$ cat src/rtl/imem_loader.sv
// Byte-stream program loader for cpu_core: packs little-endian bytes into instruction words,
// writes them to imem, and gates the core enable around loading.
module imem_loader #(
  parameter int unsigned          NB_INSTRUCTION  = 32,
  parameter int unsigned          IMEM_ADDR_WIDTH = 5,
  parameter logic [NB_INSTRUCTION-1:0] END_WORD   = 32'hFFFF_FFFF,
  parameter logic [7:0]           CMD_LOAD        = 8'h4C,
  parameter logic [7:0]           CMD_RUN         = 8'h52,
  parameter logic [7:0]           CMD_HALT        = 8'h48
) (
  input  logic                       clk,
  input  logic                       i_rst,
  input  logic [7:0]                 i_rx_data,
  input  logic                       i_rx_valid,
  output logic [NB_INSTRUCTION-1:0]  o_imem_data,
  output logic [IMEM_ADDR_WIDTH-1:0] o_imem_waddr,
  output logic                       o_imem_wen,
  output logic [1:0]                 o_mem_wsize,
  output logic                       o_cpu_en,
  output logic                       o_busy,
  output logic                       o_load_done,
  output logic                       o_err
);

  // state   | meaning
  // ST_IDLE | core stopped, waiting for 'L' or 'R'
  // ST_LOAD | core stopped, every byte is program data
  // ST_RUN  | core enabled, waiting for 'H' or 'L'
  typedef enum logic [1:0] {ST_IDLE, ST_LOAD, ST_RUN} state_t;

  localparam int unsigned NB_SHIFT = NB_INSTRUCTION - 8;
  localparam logic [IMEM_ADDR_WIDTH-1:0] LAST_ADDR = {{(IMEM_ADDR_WIDTH-2){1'b1}}, 2'b00};
  localparam logic [IMEM_ADDR_WIDTH-1:0] WORD_STEP = IMEM_ADDR_WIDTH'(4);

  state_t                       state_q, state_d;
  logic [1:0]                   cnt_q, cnt_d;
  logic [NB_SHIFT-1:0]          shift_q, shift_d;
  logic [IMEM_ADDR_WIDTH-1:0]   addr_q, addr_d;
  logic                         full_q, full_d;
  logic                         wen_q, wen_d;
  logic [NB_INSTRUCTION-1:0]    data_q, data_d;
  logic [IMEM_ADDR_WIDTH-1:0]   waddr_q, waddr_d;
  logic                         done_q, done_d;
  logic                         err_q, err_d;
  logic [NB_INSTRUCTION-1:0]    word_c;

  assign word_c = {i_rx_data, shift_q};

  always_ff @(posedge clk) begin
    if (i_rst) begin
      state_q <= ST_IDLE;
      cnt_q   <= '0;
      shift_q <= '0;
      addr_q  <= '0;
      full_q  <= 1'b0;
      wen_q   <= 1'b0;
      data_q  <= '0;
      waddr_q <= '0;
      done_q  <= 1'b0;
      err_q   <= 1'b0;
    end else begin
      state_q <= state_d;
      cnt_q   <= cnt_d;
      shift_q <= shift_d;
      addr_q  <= addr_d;
      full_q  <= full_d;
      wen_q   <= wen_d;
      data_q  <= data_d;
      waddr_q <= waddr_d;
      done_q  <= done_d;
      err_q   <= err_d;
    end
  end

  always_comb begin
    state_d = state_q;
    cnt_d   = cnt_q;
    shift_d = shift_q;
    addr_d  = addr_q;
    full_d  = full_q;
    wen_d   = 1'b0;
    data_d  = data_q;
    waddr_d = waddr_q;
    done_d  = 1'b0;
    err_d   = err_q;

    if (i_rx_valid) begin
      unique case (state_q)
        ST_IDLE, ST_RUN: begin
          if (i_rx_data == CMD_LOAD) begin
            state_d = ST_LOAD;
            cnt_d   = '0;
            addr_d  = '0;
            full_d  = 1'b0;
            err_d   = 1'b0;
          end else if (state_q == ST_IDLE && i_rx_data == CMD_RUN) begin
            state_d = ST_RUN;
          end else if (state_q == ST_RUN && i_rx_data == CMD_HALT) begin
            state_d = ST_IDLE;
          end
        end
        ST_LOAD: begin
          cnt_d = cnt_q + 2'd1;
          unique case (cnt_q)
            2'd0: shift_d[7:0]   = i_rx_data;
            2'd1: shift_d[15:8]  = i_rx_data;
            2'd2: shift_d[23:16] = i_rx_data;
            default: begin
              // End marker takes priority over overflow so a full memory can still close cleanly.
              if (word_c == END_WORD) begin
                done_d  = 1'b1;
                state_d = ST_IDLE;
              end else if (full_q) begin
                err_d   = 1'b1;
                state_d = ST_IDLE;
              end else begin
                wen_d   = 1'b1;
                data_d  = word_c;
                waddr_d = addr_q;
                addr_d  = addr_q + WORD_STEP;
                if (addr_q == LAST_ADDR) full_d = 1'b1;
              end
            end
          endcase
        end
        default: state_d = ST_IDLE;
      endcase
    end
  end

  assign o_imem_data  = data_q;
  assign o_imem_waddr = waddr_q;
  assign o_imem_wen   = wen_q;
  assign o_mem_wsize  = 2'b10;
  assign o_cpu_en     = (state_q == ST_RUN);
  assign o_busy       = (state_q == ST_LOAD);
  assign o_load_done  = done_q;
  assign o_err        = err_q;

endmodule

$ cat config.mk
export PLATFORM = sky130hd
export DESIGN_NAME = imem_loader
export DESIGN_NICKNAME = d
export VERILOG_FILES = /design/src/rtl/imem_loader.sv
export SDC_FILE = /design/constraint.sdc
export NUM_CORES = 1
export LEC_CHECK = 0
export CAP_MARGIN = 20
export CORE_MARGIN = 4
export CORE_UTILIZATION = 33
export CTS_CLUSTER_SIZE = 10
export DETAILED_ROUTE_END_ITERATION = 16
export PLACE_DENSITY = 0.57
export SLEW_MARGIN = 10
export SYNTH_ARGS = -nofsm -noshare
export SYNTH_HDL_FRONTEND = slang
export SYNTH_SLANG_ARGS = --single-unit
$ cat constraint.sdc
create_clock -name clk -period 2.3 [get_ports clk]
set_clock_uncertainty 0.05 [all_clocks]
set_input_delay 0.345 -clock clk [delete_from_list [all_inputs] [get_ports clk]]
set_output_delay 0.345 -clock clk [all_outputs]
set_load 0.03 [all_outputs]
==> results of run 1 <==
[cells in the final DEF, fill, tap and decap left out, types with 2 or more instances in the layout]
cell	n
sky130_fd_sc_hd__nor4_4	2
sky130_fd_sc_hd__a31oi_1	3
sky130_fd_sc_hd__nand3_1	3
sky130_fd_sc_hd__clkbuf_8	12
sky130_fd_sc_hd__and2_1	3
sky130_fd_sc_hd__dfxtp_1	70
sky130_fd_sc_hd__mux2i_1	36
sky130_fd_sc_hd__nor2_1	5
sky130_fd_sc_hd__nand4_1	10
sky130_fd_sc_hd__inv_1	5
sky130_fd_sc_hd__conb_1	4
sky130_fd_sc_hd__a21oi_1	28
sky130_fd_sc_hd__nand2_1	126
sky130_fd_sc_hd__ha_1	6
sky130_fd_sc_hd__clkdlybuf4s50_1	50
sky130_fd_sc_hd__buf_4	18
sky130_fd_sc_hd__or4_1	2
sky130_fd_sc_hd__o2111ai_1	2
sky130_fd_sc_hd__nor3b_1	2
sky130_fd_sc_hd__buf_12	3
sky130_fd_sc_hd__or3_1	2
sky130_fd_sc_hd__o21ai_0	8
[cell type report]
cell class	instances	area [um2]
tap	108	135
inverter	6	22.5
multi-input combinational	259	1500
clock buffer	13	169
sequential	70	1400
fill	885	4920
clock inverter	1	5.00
timing repair buffer	71	696
[Yosys cell counts (2+ instances only)]
library cell	number	area (um2)
sky130_fd_sc_hd__and2_1	3	18.8
sky130_fd_sc_hd__nand4_1	10	62.6
sky130_fd_sc_hd__a31oi_1	3	18.8
sky130_fd_sc_hd__buf_6	3	33.8
sky130_fd_sc_hd__o2111ai_1	2	17.5
sky130_fd_sc_hd__mux2i_1	36	360
sky130_fd_sc_hd__conb_1	2	7.51
sky130_fd_sc_hd__nand3_1	3	15.0
sky130_fd_sc_hd__o21ai_0	8	40.0
sky130_fd_sc_hd__nor3b_1	2	15.0
sky130_fd_sc_hd__ha_1	6	75.1
sky130_fd_sc_hd__or3_1	2	12.5
sky130_fd_sc_hd__inv_1	5	18.8
sky130_fd_sc_hd__nor2_1	5	18.8
sky130_fd_sc_hd__nand2_1	126	473
sky130_fd_sc_hd__clkbuf_1	16	60.1
sky130_fd_sc_hd__buf_4	5	37.5
sky130_fd_sc_hd__a21oi_1	28	140
sky130_fd_sc_hd__dfxtp_1	70	1400
sky130_fd_sc_hd__or4_1	2	15.0
sky130_fd_sc_hd__nor4_4	2	42.5
[sequential cells by signal (all words and copies together) (netlist names)]
signal and cells:
shift_q 24, cnt_q 2, o_imem_wen 1, addr_q 3, o_imem_data 32, o_load_done 1
state_q 2, full_q 1, o_err 1, o_imem_waddr 3
[worst max-delay path, stage by stage (launching register included)]
cell and delay (ns):
sky130_fd_sc_hd__dfxtp_1 0.53, sky130_fd_sc_hd__nor2b_1 0.18, sky130_fd_sc_hd__clkdlybuf4s50_1 0.68
[stage by stage]
stage                     hold WS, ns  cells  instance area, um2
after global routing            0.424    528                3920
final                           0.403    528                3920
after detailed placement        0.398    514                3750
after floorplan                 0.399    360                3060
after CTS                       0.407    528                3920
after global placement          0.392    514                3750
[worst max path at each step]
stage           endpoint  slack (ns)    startpoint  cells after the start
4_1_cts         o_cpu_en        0.16    state_q[1]                      2
2_1_floorplan     full_q        0.60  i_rx_data[2]                      5
5_1_grt         o_cpu_en        0.09    state_q[1]                      2
3_5_place_dp   addr_q[3]        0.02  i_rx_data[0]                      6
6_report        o_cpu_en        0.17    state_q[1]                      2
3_3_place_gp      full_q        0.05  i_rx_data[7]                      5
[power breakdown]
group / switching [mW] / total, mW / internal [mW]
logic: 0.0681 / 0.107 / 0.0392
clock network: 0.437 / 0.904 / 0.467
registers: 0.000473 / 1.21 / 1.21
[layer usage]
metal | global-route usage, % | wire length (um)
met5 | 0 | 0
met4 | 4.37 | 82
met3 | 5.03 | 380
met2 | 22.3 | 3370
met1 | 19.0 | 3840
[cell families (layout without fill, tap and decap cells)]
| logic type | after synthesis | count (layout) | share of synthesized area (%) |
|---|---|---|---|
| adders and majority gates | 6 | 6 | 2.46 |
| buffers and inverters | 31 | 91 | 5.21 |
| DFF | 70 | 70 | 46.0 |
| and+or+nand+nor | 165 | 165 | 24.7 |
| AOI/OAI and AO/OA | 48 | 48 | 9.61 |
| other | 2 | 4 | 0.246 |
| muxes | 36 | 36 | 11.8 |
==> impl_results.rst, run 1 <==
.. list-table::
   :header-rows: 1

   * - Metric
     - Value
   * - Run status
     - finished clean
   * - Kind of end point of the critical path
     - primary output
   * - Area growth from synthesis to layout
     - 28.7%
   * - Initial core utilization
     - approximately a third
   * - Clock slew at the register clock pins of the worst setup and hold paths
     - roughly 0.070 ns
   * - Worst ir drop on vdd
     - around 0.29 mV
   * - Summed instance area of the synthesized netlist
     - approximately 3000 um2
   * - Antenna-violating nets left
     - 0
   * - Number of hold violations in the final report
     - 0
   * - Sequential area share after synthesis
     - between 40% and 50%
   * - Crit path setup slack, layout
     - 0.170 ns
   * - Post-route DRC
     - 0
   * - Flops & latches, synth
     - 70
   * - Total Wirelength
     - around 7.7 mm
   * - Routed wirelength normalized by instance count
     - about 15 um
   * - Leakage power of the design
     - 1.33 nW
   * - Mean instance size in the synthesized netlist
     - 8.51 um2
   * - Final weighted congestion in routability-driven placement
     - approximately 0.86
   * - Timing-limited maximum frequency
     - between 400 and 500 MHz
   * - Number of antenna violations at the first check in global routing
     - 0
   * - Clk Latency, worst-skew pair
     - 0.34 ns
   * - Critical path data arrival time
     - approximately 1.7 ns
   * - Worst slack after detailed placement
     - roughly 0.024 ns
   * - Max Cap Viol
     - 0
   * - Number of buffers created by CTS
     - 9
   * - Worst-path maximum fanout
     - 12
   * - Area of the die
     - ~11000 um2
   * - Pwr/cell area
     - 567 nW/um2
   * - Number of buffers inserted to repair setup after CTS
     - 0
   * - FFs w/ async S/R, synth
     - 0%
   * - Internal reg-to-reg setup slack
     - about 0.46 ns
   * - Post-layout min period
     - ~2.1 ns
   * - Req. time, crit path
     - around 1.9 ns
   * - CTS root buffer
     - sky130_fd_sc_hd__clkbuf_8
   * - Total of buffers placed on input and output ports
     - 50
   * - Post-CTS sizing
     - 0
   * - Instance count of the mapped netlist
     - 358
   * - Vias per cell
     - 4.90
   * - Placed wire-length estimate after detailed placement
     - roughly 5.6 mm
   * - Number of max-slew violations in the final report
     - 0
   * - Yosys warnings
     - 0
   * - Die height
     - between 100 and 150 um
   * - Layout cells sized above 1
     - between 10 and 15%
   * - Unrepaired setup endpoints after global routing
     - no
   * - Post-synth top flop
     - sky130_fd_sc_hd__dfxtp_1
   * - Sort of element at the start of the critical path
     - flip-flop
   * - Maximum number of pins on one net before global-route repair
     - 40
   * - Die Wd
     - 104 um
   * - Capture point of the worst reg-to-reg path
     - addr_q[3]
   * - Gr usage total
     - between 10% and 20%
   * - Total gr overflow
     - 0
   * - Post-CTS Hold Buffers
     - 0
   * - Max Root-Sink Buffers
     - 2
   * - Total vias in the final route
     - approximately 2600
   * - Row count
     - 34
   * - Boundary Pins
     - between 50 and 60
   * - Setup tns final
     - 0 ns
   * - Final cell utilization of the core
     - between 40% and 50%
   * - Number of enable-type register cells in the synthesized netlist
     - 0
   * - Sink of the worst hold path
     - o_imem_data[9]
   * - Number of cells on the worst hold path
     - 2
   * - Setup Crit Path Kind
     - reg -> out
   * - TritonCTS clock tree
     - built
   * - Start point of the worst hold path
     - o_imem_data[9]
   * - Final clock period utilization by the worst path
     - approximately 93%
   * - Number of clock sinks
     - 70
   * - Design Power
     - around 2.2 mW
   * - Placeable core region
     - around 8800 um2
   * - Ant diodes
     - 0
   * - Worst reg2reg path startpoint
     - cnt_q[0]
   * - 1st-iter DRT viols
     - 142
   * - Final Net Count
     - roughly 430
   * - First drt pass iteration count
     - 4
   * - Final number of setup-violating endpoints
     - 0
   * - Worst hold path class
     - reg -> reg
   * - First-pass GRT wire length
     - roughly 13 mm
   * - Vias in the first global route
     - ~2600
   * - Distinct cell type count of the synthesized netlist
     - 40
   * - Number of cell instances on the worst register-to-register path
     - 5
   * - Maximum level of the CTS H-tree
     - 3
Power figures use the tool's default switching activity.
==> run 2: changes to the inputs <==
--- a/config.mk
+++ b/config.mk
@@ -11,7 +11,6 @@
 export CTS_CLUSTER_SIZE = 10
 export DETAILED_ROUTE_END_ITERATION = 16
 export PLACE_DENSITY = 0.57
-export SLEW_MARGIN = 10
 export SYNTH_ARGS = -nofsm -noshare
 export SYNTH_HDL_FRONTEND = slang
 export SYNTH_SLANG_ARGS = --single-unit
==> constraint.sdc (replaced) <==
create_clock -name clk -period 2.4 [get_ports clk]
set_clock_uncertainty 0.05 [all_clocks]
set_input_delay 0.36 -clock clk [delete_from_list [all_inputs] [get_ports clk]]
set_output_delay 0.36 -clock clk [all_outputs]
set_load 0.03 [all_outputs]
==> run 2 against run 1 <==
Compared with the run above:
- setup slack gained 0.064 ns
- global-route usage grew 0.054 points
- core utilization grew 0.86 points
- critical path depth is the same
- non-clock buffer count grew 2
- wire length is essentially flat
- total power grew 9.9%
- count of clock-buffer cells in the layout shrank 2
- register-to-register slack gained 0.06 ns
- hold slack gained 0.0067 ns
- largest power group is now clock
==> impl_results.rst, run 2 (synthesized netlist as in run 1, its figures left out) <==
.. list-table::
   :header-rows: 1

   * - Metric
     - Value
   * - Max Cap Viol
     - 0
   * - Final Net Count
     - 436
   * - Design Power
     - 2.44 mW
   * - Number of antenna violations at the first check in global routing
     - 0
   * - Top library cells by usage in the layout, fill and taps aside
     - sky130_fd_sc_hd__nand2_1, sky130_fd_sc_hd__dfxtp_1, sky130_fd_sc_hd__clkdlybuf4s50_1
   * - Number of clock sinks
     - 70
   * - Req. time, crit path
     - 1.99 ns
   * - Number of buffers inserted to repair setup after CTS
     - 0
   * - Placeable core region
     - a little under 9000 um2
   * - Worst-path maximum fanout
     - 12
   * - Layout cells sized above 1
     - between 10 and 15%
   * - Net switching power
     - around 0.52 mW
   * - Number of cells on the worst hold path
     - 2
   * - Number of max-slew violations in the final report
     - 0
   * - Cell area reported after detailed placement
     - 3750 um2
   * - Number of buffers created by CTS
     - 9
   * - Power share of the clock group
     - 48.2%
   * - TritonCTS clock tree
     - built
   * - Boundary Pins
     - 55
   * - Flip-flop count of the largest register, all copies and words added
     - 32
   * - Switching share of total power
     - a little over a fifth
   * - Initial core utilization
     - 34.4%
   * - Number of fillers in the final layout
     - between 800 and 900
   * - Post-route DRC
     - 0
   * - Post-layout min period
     - ~2.2 ns
   * - Total of buffers placed on input and output ports
     - 50
   * - Die height
     - 104 um
   * - Area growth from synthesis to layout
     - 31.2%
   * - Total gr overflow
     - 0
   * - Final cell utilization of the core
     - between 40 and 50%
   * - Clock slew at the register clock pins of the worst setup and hold paths
     - around 0.080 ns
   * - Worst ir drop on vdd
     - ~0.28 mV
   * - Final number of setup-violating endpoints
     - 0
   * - Leading cell type in the layout, fill and taps excluded
     - sky130_fd_sc_hd__nand2_1
   * - Total Wirelength
     - between 7 and 8 mm
   * - Gr usage total
     - between 10% and 20%
   * - Run status
     - finished clean
   * - Multi-input gate area
     - 1500 um2
   * - Hold WS
     - 0.409 ns
   * - Sequential fraction of design power
     - 47.5%
   * - Routed wirelength normalized by instance count
     - around 14 um
   * - Setup tns final
     - 0 ns
   * - Setup Crit Path Kind
     - reg -> out
   * - Vias per cell
     - between 4 and 5
   * - 1st-iter DRT viols
     - around 130
   * - Row count
     - 34
   * - Total vias in the final route
     - between 2000 and 3000
   * - Critical path data arrival time
     - 1.76 ns
   * - CTS root buffer
     - sky130_fd_sc_hd__clkbuf_8
   * - Max Root-Sink Buffers
     - 2
   * - Placed wire-length estimate after detailed placement
     - approximately 5.6 mm
   * - Die Wd
     - between 100 and 150 um
   * - Number of hold violations in the final report
     - 0
   * - Power share of the combinational group
     - approximately 4.3%
   * - Post-CTS sizing
     - 0
   * - Leakage power of the design
     - between 1 and 1.5 nW
   * - Maximum number of pins on one net before global-route repair
     - 54
   * - Final weighted congestion in routability-driven placement
     - 0.908
   * - Unrepaired setup endpoints after global routing
     - no
   * - Area of the die
     - 10800 um2
   * - Final clock period utilization by the worst path
     - approximately nine tenths
   * - First drt pass iteration count
     - 4
   * - Worst hold path class
     - reg -> reg
   * - Post-CTS Hold Buffers
     - 0
   * - Area of all placed cells without fillers
     - approximately 4000 um2
   * - Number of cell instances on the worst register-to-register path
     - 5
   * - Sort of element at the start of the critical path
     - flip-flop
   * - Antenna-violating nets left
     - 0
   * - Vias in the first global route
     - about 2600
   * - Clk Latency, worst-skew pair
     - about 0.34 ns
   * - Pwr/cell area
     - 611 nW/um2
   * - First-pass GRT wire length
     - between 10 and 15 mm
   * - Kind of end point of the critical path
     - primary output
   * - Internal power
     - 1.92 mW
   * - Timing-limited maximum frequency
     - about 460 MHz
   * - Maximum level of the CTS H-tree
     - 3
   * - Register Area
     - around 1400 um2
   * - Ant diodes
     - 0
-- run 2: changes by cell type in the layout (fill, tap and decap cells not counted), sizes merged --
cell      change
clkinvlp      +1
clkbuf        -2
bufinv        +3
buf           +2
-- run 2: layout make-up --
class / count / area share [%]
well taps: 108 / 3.38
flip-flops and latches: 70 / 35.0
repair buffers: 73 / 17.5
multi-input cells: 259 / 37.4
clock buffers: 11 / 3.53
clock inverters: 5 / 2.66
inverters: 6 / 0.563
-- run 2: path summary, 6_finish.rpt --
| kind | slack, ns | startpoint | end |
|---|---|---|---|
| setup / recovery | 0.23 | state_q[1] | o_cpu_en |
| hold / removal | 0.41 | o_imem_data[18] | o_imem_data[18] |
| setup reg to reg | 0.52 | cnt_q[0] | addr_q[3] |
| hold reg to reg | 0.41 | o_imem_data[18] | o_imem_data[18] |
-- run 2: worst max-delay path: stages (launching register included) --
cell and delay [ns]:
sky130_fd_sc_hd__dfxtp_1 0.55, sky130_fd_sc_hd__nor2b_1 0.19, sky130_fd_sc_hd__clkdlybuf4s50_1 0.68
-- run 2: power groups by stage --
stage                     Combinational [mW]  Clock, mW  Sequential (mW)
after global placement                 0.105          0             1.19
after detailed placement               0.105          0             1.19
after CTS                              0.105       1.20             1.16
final                                  0.105       1.18             1.16
after floorplan                       0.0503          0             1.19
after global routing                   0.114       1.25             1.16
-- run 2: stage by stage --
stage / setup WS [ns] / cells
2_1_floorplan: 0.684 / 360
3_3_place_gp: 0.0764 / 516
3_5_place_dp: 0.0598 / 516
4_1_cts: 0.231 / 532
5_1_grt: 0.128 / 532
6_report: 0.234 / 532
-- run 2: routing by layer --
layer	track usage (%)	vias up	wire length (um)
met4	5.32	0	97
met3	2.86	10	387
met2	22.2	70	3400
met1	20.2	1191	3790
li1	-	1313	-
met5	0	-	0
==> run 3: changes to the inputs <==
--- a/config.mk
+++ b/config.mk
@@ -7,10 +7,10 @@
 export LEC_CHECK = 0
 export CAP_MARGIN = 20
 export CORE_MARGIN = 4
-export CORE_UTILIZATION = 33
+export CORE_UTILIZATION = 45
 export CTS_CLUSTER_SIZE = 10
 export DETAILED_ROUTE_END_ITERATION = 16
-export PLACE_DENSITY = 0.57
+export PLACE_DENSITY = 0.73
 export SYNTH_ARGS = -nofsm -noshare
 export SYNTH_HDL_FRONTEND = slang
 export SYNTH_SLANG_ARGS = --single-unit
==> run 3 against run 2 <==
Compared with the run above:
- sequential power about the same
- via count is 2.8% higher
- maximum frequency is 3.8% lower
- global-route usage grew 4.1 points
- hold slack got worse by 0.00083 ns
- highest routed layer unchanged
- sequential cell count stayed put
- first-iteration DRC count grew 23%
- die area is 25% lower
- largest power group is now sequential cells
- critical path depth is 1 higher
- register-to-register slack is essentially flat
==> impl_results.rst, run 3 (synthesized netlist as in run 1, its figures left out) <==
.. list-table::
   :header-rows: 1

   * - Metric
     - Value
   * - Run status
     - finished clean
   * - 1st-iter DRT viols
     - roughly 160
   * - Post-CTS sizing
     - 0
   * - Boundary Pins
     - 55
   * - Ant diodes
     - 0
   * - Area of the die
     - between 8000 and 9000 um2
   * - Top library cells by usage in the layout, fill and taps aside
     - sky130_fd_sc_hd__nand2_1, sky130_fd_sc_hd__dfxtp_1, sky130_fd_sc_hd__clkdlybuf4s50_1
   * - Area growth from synthesis to layout
     - 27.9%
   * - Timing-limited maximum frequency
     - 444 MHz
   * - Setup Crit Path Kind
     - reg -> out
   * - Initial core utilization
     - 47.2%
   * - Layout cells sized above 1
     - 9.62%
   * - Vias per cell
     - 5.39
   * - Total vias in the final route
     - 2657
   * - Kind of end point of the critical path
     - primary output
   * - Routed wirelength normalized by instance count
     - ~15 um
   * - Max Root-Sink Buffers
     - 2
   * - Worst ir drop on vdd
     - 0.474 mV
   * - Slew at the pin with the worst max-slew slack
     - ~0.50 ns
   * - Flip-flop count of the largest register, all copies and words added
     - 32
   * - Total of buffers placed on input and output ports
     - 50
   * - TritonCTS clock tree
     - built
   * - Total gr overflow
     - 0
   * - Unrepaired setup endpoints after global routing
     - no
   * - Placed wire-length estimate after detailed placement
     - approximately 5.3 mm
   * - Antenna-violating nets left
     - 0
   * - Row count
     - 29
   * - Req. time, crit path
     - roughly 2 ns
   * - Worst slack after detailed placement
     - 0.0364 ns
   * - Placeable core region
     - between 6000 and 7000 um2
   * - Number of buffers created by CTS
     - 9
   * - Clk Latency, worst-skew pair
     - 0.34 ns
   * - Post-route DRC
     - 0
   * - CTS root buffer
     - sky130_fd_sc_hd__clkbuf_8
   * - Final clock period utilization by the worst path
     - 93.8%
   * - Sort of element at the start of the critical path
     - flip-flop
   * - Maximum level of the CTS H-tree
     - 3
   * - Final Net Count
     - between 400 and 500
   * - Number of buffers inserted to repair setup after CTS
     - 0
   * - Pwr/cell area
     - a little over 600 nW/um2
   * - First drt pass iteration count
     - 5
   * - Layout Cells excl Fill
     - between 400 and 500
   * - Die Wd
     - ~90 um
   * - Internal reg-to-reg setup slack
     - around 0.51 ns
   * - Leading cell type in the layout, fill and taps excluded
     - sky130_fd_sc_hd__nand2_1
   * - Max-slew headroom
     - roughly two thirds
   * - First-pass GRT wire length
     - ~12 mm
   * - Worst hold path class
     - reg -> reg
   * - Number of clock sinks
     - 70
   * - Final number of setup-violating endpoints
     - 0
   * - Leakage power of the design
     - approximately 1.3 nW
   * - Number of max-slew violations in the final report
     - 0
   * - Clock slew at the register clock pins of the worst setup and hold paths
     - 0.07 ns
   * - Worst-path maximum fanout
     - 11
   * - Final cell utilization of the core
     - approximately 60%
   * - Maximum number of pins on one net before global-route repair
     - 63
   * - Total Wirelength
     - between 7 and 8 mm
   * - Post-layout min period
     - between 2 and 2.5 ns
   * - DP Cell Count
     - about 480
   * - Setup tns final
     - 0 ns
   * - Die height
     - roughly 90 um
   * - Post-CTS Hold Buffers
     - 0
   * - Number of hold violations in the final report
     - 0
   * - Final weighted congestion in routability-driven placement
     - between 0.9 and 1
   * - Vias in the first global route
     - 2533
   * - Max Cap Viol
     - 0
   * - Number of antenna violations at the first check in global routing
     - 0
   * - Design Power
     - about 2.4 mW
   * - Gr usage total
     - 18.6%
   * - Crit path setup slack, layout
     - around 0.15 ns
   * - Critical path data arrival time
     - 1.84 ns
-- run 3: final cells by class --
cell class / count / area (um2)
tap: 77 / 96.3
fill: 555 / 2560
sequential: 70 / 1400
clock inverter: 7 / 120
timing repair buffer: 65 / 638
multi-input combinational: 259 / 1500
inverter: 6 / 22.5
clock buffer: 9 / 124
-- run 3: report_power, final --
| part | switching, mW | total [mW] | internal, mW |
|---|---|---|---|
| Combinational | 0.0663 | 0.101 | 0.0347 |
| Clock | 0.458 | 1.15 | 0.695 |
| Sequential | 0.000649 | 1.16 | 1.16 |
-- run 3: worst paths after layout --
check	from	endpoint	depth (start not counted)
setup / recovery	state_q[0]	o_busy	3
hold / removal	o_imem_data[16]	o_imem_data[16]	2
setup reg to reg	state_q[0]	o_imem_data[1]	5
hold reg to reg	o_imem_data[16]	o_imem_data[16]	2
-- run 3: critical path: stages, from the launching register on --
cell	delay (ns)
sky130_fd_sc_hd__dfxtp_1	0.52
sky130_fd_sc_hd__inv_1	0.15
sky130_fd_sc_hd__nor2_1	0.14
sky130_fd_sc_hd__clkdlybuf4s50_1	0.69
-- run 3: metrics by stage --
step | hold WS, ns | cell area (um2)
floorplan | 0.399 | 3060
global placement | 0.392 | 3650
detailed placement | 0.396 | 3650
CTS | 0.412 | 3900
global route | 0.429 | 3900
finish | 0.409 | 3900
-- run 3: layer usage --
| metal | track usage (%) | share of wire [%] | vias to the layer above |
|---|---|---|---|
| li1 | - | - | 1308 |
| met1 | 23.5 | 44 | 1246 |
| met2 | 31.1 | 49 | 96 |
| met3 | 5.00 | 5.8 | 7 |
| met4 | 5.48 | 1.3 | 0 |
| met5 | 0 | 0 | - |
